`config.mk`:
```
export PLATFORM = sky130hd
export DESIGN_NAME = truth_table_sweeper
export DESIGN_NICKNAME = d
export VERILOG_FILES = /design/src/rtl/truth_table_sweeper_pkg.sv /design/src/rtl/tts_slice_cmp.sv /design/src/rtl/truth_table_sweeper.sv
export SDC_FILE = /design/constraint.sdc
export NUM_CORES = 1
export LEC_CHECK = 0
export ABC_AREA = 1
export CAP_MARGIN = 20
export CORE_MARGIN = 1.5
export CORE_UTILIZATION = 45
export CTS_BUF_LIST = sky130_fd_sc_hd__clkbuf_4
export DETAILED_ROUTE_END_ITERATION = 8
export MAX_ROUTING_LAYER = met4
export PLACE_DENSITY = 0.78
export SYNTH_ARGS = -nofsm -noshare
export SYNTH_HDL_FRONTEND = slang
export SYNTH_HIERARCHICAL = 1
export SYNTH_SLANG_ARGS = --single-unit
```
`constraint.sdc`:
```
create_clock -name clk -period 1.99 [get_ports clk]
set_input_delay 0.199 -clock clk [delete_from_list [all_inputs] [get_ports clk]]
set_output_delay 0.199 -clock clk [all_outputs]
set_load 0.01 [all_outputs]
```
`src/rtl/truth_table_sweeper_pkg.sv`:
```
// Shared definitions for the truth-table sweeper: FSM state encoding and
// a sizing helper for the settle down-counter.
package truth_table_sweeper_pkg;

    typedef enum logic [1:0] {
        TTS_IDLE   = 2'd0,
        TTS_WAIT   = 2'd1,
        TTS_SAMPLE = 2'd2,
        TTS_DONE   = 2'd3
    } tts_state_e;

    // Width of a counter that must hold the value 'settle'. The result is at
    // least 1, so the counter still exists when no settling is configured.
    function automatic int tts_cnt_width(input int settle);
        int width;
        if (settle > 32'sd1) begin
            width = $clog2(settle + 32'sd1);
        end else begin
            width = 32'sd1;
        end
        return width;
    endfunction

endpackage

```
`src/rtl/tts_slice_cmp.sv`:
```
// Combinational check of the function outputs against the expected
// truth-table entry for the vector currently being swept.
module tts_slice_cmp #(
    parameter int N_IN  = 2,
    parameter int OUT_W = 2
) (
    input  logic [N_IN-1:0]              idx,
    input  logic [OUT_W-1:0]             fn_in,
    input  logic [(2**N_IN)*OUT_W-1:0]   exp_table,
    output logic                         mismatch
);

    logic [OUT_W-1:0] exp_slice_s;

    // Select the expected entry for vector idx and flag any differing bit.
    always_comb begin
        exp_slice_s = exp_table[idx*OUT_W +: OUT_W];
        mismatch    = (fn_in != exp_slice_s);
    end

endmodule

```
`src/rtl/truth_table_sweeper.sv`:
```
// Clocked, self-checking sweep of every input vector into small
// combinational units: drives vec_out, waits SETTLE cycles, samples fn_in,
// records it and tallies mismatches against exp_table.
module truth_table_sweeper
    import truth_table_sweeper_pkg::*;
#(
    parameter int N_IN   = 2,
    parameter int OUT_W  = 2,
    parameter int SETTLE = 1
) (
    input  logic                         clk,
    input  logic                         reset,
    input  logic                         start,
    input  logic                         abort,
    output logic [N_IN-1:0]              vec_out,
    input  logic [OUT_W-1:0]             fn_in,
    input  logic [(2**N_IN)*OUT_W-1:0]   exp_table,
    output logic [(2**N_IN)*OUT_W-1:0]   result_table,
    output logic                         busy,
    output logic                         done,
    output logic                         pass,
    output logic [N_IN:0]                err_count,
    output logic [N_IN-1:0]              first_err_idx
);

    localparam int N_VEC = 2**N_IN;
    localparam int TBL_W = N_VEC * OUT_W;
    localparam int CNT_W = tts_cnt_width(SETTLE);

    localparam logic [N_IN-1:0]  LAST_IDX    = N_IN'(N_VEC - 1);
    localparam logic [N_IN-1:0]  IDX_ONE     = N_IN'(1'b1);
    localparam logic [N_IN:0]    ERR_ONE     = (N_IN + 1)'(1'b1);
    localparam logic [CNT_W-1:0] CNT_ONE     = CNT_W'(1'b1);
    localparam logic [CNT_W-1:0] SETTLE_LOAD = CNT_W'(SETTLE);
    // With no settling the next vector is sampled straight away.
    localparam tts_state_e AFTER_DRIVE = (SETTLE == 0) ? TTS_SAMPLE : TTS_WAIT;

    tts_state_e        state_r;
    tts_state_e        state_next_s;
    logic [N_IN-1:0]   idx_r;
    logic [N_IN-1:0]   idx_next_s;
    logic [CNT_W-1:0]  cnt_r;
    logic [CNT_W-1:0]  cnt_next_s;
    logic [TBL_W-1:0]  result_r;
    logic [TBL_W-1:0]  result_next_s;
    logic [N_IN:0]     err_r;
    logic [N_IN:0]     err_next_s;
    logic [N_IN-1:0]   first_r;
    logic [N_IN-1:0]   first_next_s;
    logic              pass_r;
    logic              pass_next_s;
    logic              busy_r;
    logic              busy_next_s;
    logic              done_r;
    logic              done_next_s;
    logic              mismatch_s;

    tts_slice_cmp #(
        .N_IN  (N_IN),
        .OUT_W (OUT_W)
    ) u_cmp (
        .idx       (idx_r),
        .fn_in     (fn_in),
        .exp_table (exp_table),
        .mismatch  (mismatch_s)
    );

    // Next-state and next-result logic; busy/done are derived from the
    // next state so they come straight out of flops.
    always_comb begin
        state_next_s  = state_r;
        idx_next_s    = idx_r;
        cnt_next_s    = cnt_r;
        result_next_s = result_r;
        err_next_s    = err_r;
        first_next_s  = first_r;
        pass_next_s   = pass_r;

        case (state_r)
            TTS_IDLE: begin
                if (start) begin
                    result_next_s = {TBL_W{1'b0}};
                    err_next_s    = {(N_IN + 1){1'b0}};
                    first_next_s  = {N_IN{1'b0}};
                    pass_next_s   = 1'b0;
                    idx_next_s    = {N_IN{1'b0}};
                    cnt_next_s    = SETTLE_LOAD;
                    state_next_s  = AFTER_DRIVE;
                end else begin
                    state_next_s  = TTS_IDLE;
                end
            end
            TTS_WAIT: begin
                if (abort) begin
                    state_next_s = TTS_IDLE;
                end else if (cnt_r <= CNT_ONE) begin
                    state_next_s = TTS_SAMPLE;
                end else begin
                    cnt_next_s   = cnt_r - CNT_ONE;
                end
            end
            TTS_SAMPLE: begin
                if (abort) begin
                    state_next_s = TTS_IDLE;
                end else begin
                    result_next_s[idx_r*OUT_W +: OUT_W] = fn_in;
                    if (mismatch_s) begin
                        err_next_s = err_r + ERR_ONE;
                        if (err_r == {(N_IN + 1){1'b0}}) begin
                            first_next_s = idx_r;
                        end else begin
                            first_next_s = first_r;
                        end
                    end else begin
                        err_next_s = err_r;
                    end
                    if (idx_r == LAST_IDX) begin
                        // pass is published together with the done pulse.
                        pass_next_s  = (err_next_s == {(N_IN + 1){1'b0}});
                        state_next_s = TTS_DONE;
                    end else begin
                        idx_next_s   = idx_r + IDX_ONE;
                        cnt_next_s   = SETTLE_LOAD;
                        state_next_s = AFTER_DRIVE;
                    end
                end
            end
            TTS_DONE: begin
                state_next_s = TTS_IDLE;
            end
            default: begin
                state_next_s = TTS_IDLE;
            end
        endcase

        busy_next_s = (state_next_s == TTS_WAIT) || (state_next_s == TTS_SAMPLE);
        done_next_s = (state_next_s == TTS_DONE);
    end

    // State, counters and result registers with synchronous reset.
    always_ff @(posedge clk) begin
        if (reset) begin
            state_r  <= TTS_IDLE;
            idx_r    <= {N_IN{1'b0}};
            cnt_r    <= {CNT_W{1'b0}};
            result_r <= {TBL_W{1'b0}};
            err_r    <= {(N_IN + 1){1'b0}};
            first_r  <= {N_IN{1'b0}};
            pass_r   <= 1'b0;
            busy_r   <= 1'b0;
            done_r   <= 1'b0;
        end else begin
            state_r  <= state_next_s;
            idx_r    <= idx_next_s;
            cnt_r    <= cnt_next_s;
            result_r <= result_next_s;
            err_r    <= err_next_s;
            first_r  <= first_next_s;
            pass_r   <= pass_next_s;
            busy_r   <= busy_next_s;
            done_r   <= done_next_s;
        end
    end

    assign vec_out       = idx_r;
    assign result_table  = result_r;
    assign err_count     = err_r;
    assign first_err_idx = first_r;
    assign pass          = pass_r;
    assign busy          = busy_r;
    assign done          = done_r;

endmodule

```
==> flow_metrics.py <==
metrics = {
    "outcome": {
        "outcome": "complete, no violations",
    },
    "timing": {
        "slew_headroom_pct": 77.2,
        "hold_viol_final": 0,
        "final_max_slew_viol_count": 0,
        "rsz0062_at_grt": "false",
        "layout_worst_path_cycle_share_pct": 83.0,
        "fin_skew_ns": 0.0131,
        "worst_slack_ns": 0.339,
        "fin_crit_ns": 1.65,
        "fmax_mhz": 606,
        "finalSetupViolCount": 0,
        "worstMarginPinSlew_ns": 0.342,
        "holdWs_ns": 0.475,
        "tns_ns": 0,
    },
    "global_route": {
        "antenna_found_initial": 0,
        "grt_usage_pct": 18.4,
        "grt_max_degree": 14,
        "grt_pass1_vias": 1078,
        "grt_first_pass_wirelength_um": 4540,
        "grt-ovfl-total": 0,
    },
    "yosys": {
        "synthesis.nets": 214,
        "yosys_warnings": 6,
        "synth_largest_area_cell": "dfxtp_1",
        "synth_cell_types": 22,
        "yosysSeqAreaShare_pct": 31.6,
        "synth.top_cells.by_area": "dfxtp_1 32%, nand2_1 16%, inv_1 8.3%",
        "synth_top_area_share_pct": 31.6,
        "syn-cell-area_mm2": 0.00127,
        "ys_ff_latch": 20,
        "syn_inst": 192,
        "avgSynthCellArea_um2": 6.61,
    },
    "layout": {
        "design_area_mm2": 0.00166,
        "area_delta_synth_final_pct": 30.6,
        "utilization_pct": 61.1,
        "final_cells": 257,
        "fill_cells": 283,
        "fin_nets": 249,
        "antennaDiodeCount": 0,
        "drive_gt1_share_pct": 10.6,
    },
    "place": {
        "place_ws_ns": 0.243,
        "hpwl_um": 1940,
        "place_inst": 253,
        "place_area_mm2": 0.00160,
        "routabilityCongestion": 0.844,
        "portBuffers": 31,
    },
    "clock_network": {
        "clock_path_buffers": 2,
        "post_cts.repair.setup_buffers": 0,
        "clock_sinks": 20,
        "tritoncts": "yes",
        "cts-root-buf": "clkbuf_4",
        "postCtsHoldBufs": 0,
        "htreeDepth": 1,
        "cts_made_buffers": 3,
        "clkLatencyLatePin_ns": 0.31,
        "clk_pin_slew_ns": 0.13,
    },
    "floorplan": {
        "core_area_mm2": 0.00271,
        "floorplan.die_area_mm2": 0.00315,
        "num_rows": 19,
        "initial_core_util_pct": 46.8,
        "die_x_um": 56.1,
        "die_height_um": 56.1,
        "ioPinCount": 32,
    },
    "worst_setup_path": {
        "crit_chain": "clkdlybuf4s50_1",
        "worst-path-buf-inv": 1,
        "cp_top_family": "buffers and inverters",
        "crit_arrival_ns": 1.45,
        "crit_start": "vec_out[1]",
        "end_kind": "output port",
        "crit_slowest_cell": "clkdlybuf4s50_1",
        "cp_data_required_time_ns": 1.79,
        "critPathMaxStageDelay_ns": 0.60,
        "crit_type": "reg2out",
        "r2r_start": "vec_out[1]",
        "critPathMaxFanout": 9,
        "startpoint_type": "register",
    },
    "pwr": {
        "p_leak_nw": 0.752,
        "ir_drop_mv": 0.629,
        "pwr_density_cell_mw_per_mm2": 578,
        "power.total_mw": 0.957,
    },
    "routing": {
        "wl_per_cell_um": 10.1,
        "routed_via_density": 4.74,
        "drc_errors": 0,
        "detailedRoute.firstIterationViolations": 30,
        "vias": 1219,
        "ant_nets": 0,
        "drt_wl_total_um": 2580,
        "firstDrtPassIters": 4,
    },
    "hold_path": {
        "hold_class": "reg2reg",
        "hp-start": "first_err_idx[0]",
    },
    "job": {
        "max_cap_violations": 0,
    },
}
state kept, by name, summed over array words and instances, names as in the netlist:
signal and flops:
result_table 8, err_count 3, first_err_idx 2, state_r 2, vec_out 2, busy 1, done 1, pass 1
routing by layer:
layer | share of wire, % | wire [µm] | track usage (%)
met3 | 4.7 | 121 | 4.65
met1 | 46 | 1190 | 21.0
met2 | 49 | 1260 | 33.6
met4 | 0.46 | 12 | 2.04
met5 | 0 | 0 | -
kinds of logic (layout without fill, tap and decap cells):
logic type | after synthesis | after routing | synth area share [%]
flops | 20 | 20 | 31.6
fa+ha+maj | 8 | 8 | 7.89
buf+inv | 34 | 68 | 11.5
simple gates | 117 | 117 | 43.4
compound gates | 13 | 13 | 5.62
synthesized netlist by cell type:
| library cell | number |
|---|---|
| ha_1 | 8 |
| nand3_2 | 2 |
| inv_2 | 3 |
| o21ai_0 | 3 |
| a21oi_2 | 1 |
| o31ai_1 | 1 |
| nand2_2 | 2 |
| nor2_8 | 1 |
| and2_1 | 1 |
| nor2_2 | 1 |
| nand2_4 | 5 |
| or2_2 | 2 |
| inv_1 | 28 |
| buf_2 | 2 |
| a21oi_1 | 8 |
| dfxtp_1 | 20 |
| nor2_1 | 25 |
| or2_1 | 1 |
| nor3_1 | 4 |
| nand2_1 | 55 |
| nand3_1 | 18 |
| buf_12 | 1 |
placed cells by master, fill, tap and decap left out, drive strengths merged:
cell type,n
clkbuf,3
nor2,27
or2,3
nand3,20
a21oi,9
and2,1
o21ai,3
bufinv,1
o31ai,1
inv,31
nor3,4
dfxtp,20
buf,2
clkdlybuf4s50,31
ha,8
nand2,62
layout make-up:
class                      instances  area (µm²)  area share [%]
multi-input combinational        138         722            43.6
tap                               31        38.8            2.34
sequential                        20         402            24.2
clock inverter                     1        30.0            1.81
inverter                          31         116            7.02
clock buffer                       3        22.5            1.36
timing repair buffer              33         325            19.6
repair_timing:
action | in CTS | in global routing
endpoints found under the hold margin | 0 | 0
endpoints found under the setup margin | 0 | 4
gates resized for setup | 0 | 1
power breakdown:
group | leakage, nW | internal, mW | total (mW) | switching, mW
combinational | 0.560 | 0.0905 | 0.185 | 0.0947
clock | 0.0279 | 0.204 | 0.339 | 0.136
sequential | 0.164 | 0.420 | 0.432 | 0.0123
total | 0.752 | 0.714 | 0.957 | 0.243
final timing paths:
| kind | endpoint | slack, ns | cells after the start |
|---|---|---|---|
| hold / removal | first_err_idx[0] | 0.48 | 2 |
| setup / recovery | vec_out[1] | 0.34 | 1 |
| hold reg to reg | first_err_idx[0] | 0.48 | 2 |
| setup reg to reg | pass | 0.37 | 12 |
Note: power is estimated with default switching activity, not from simulation.
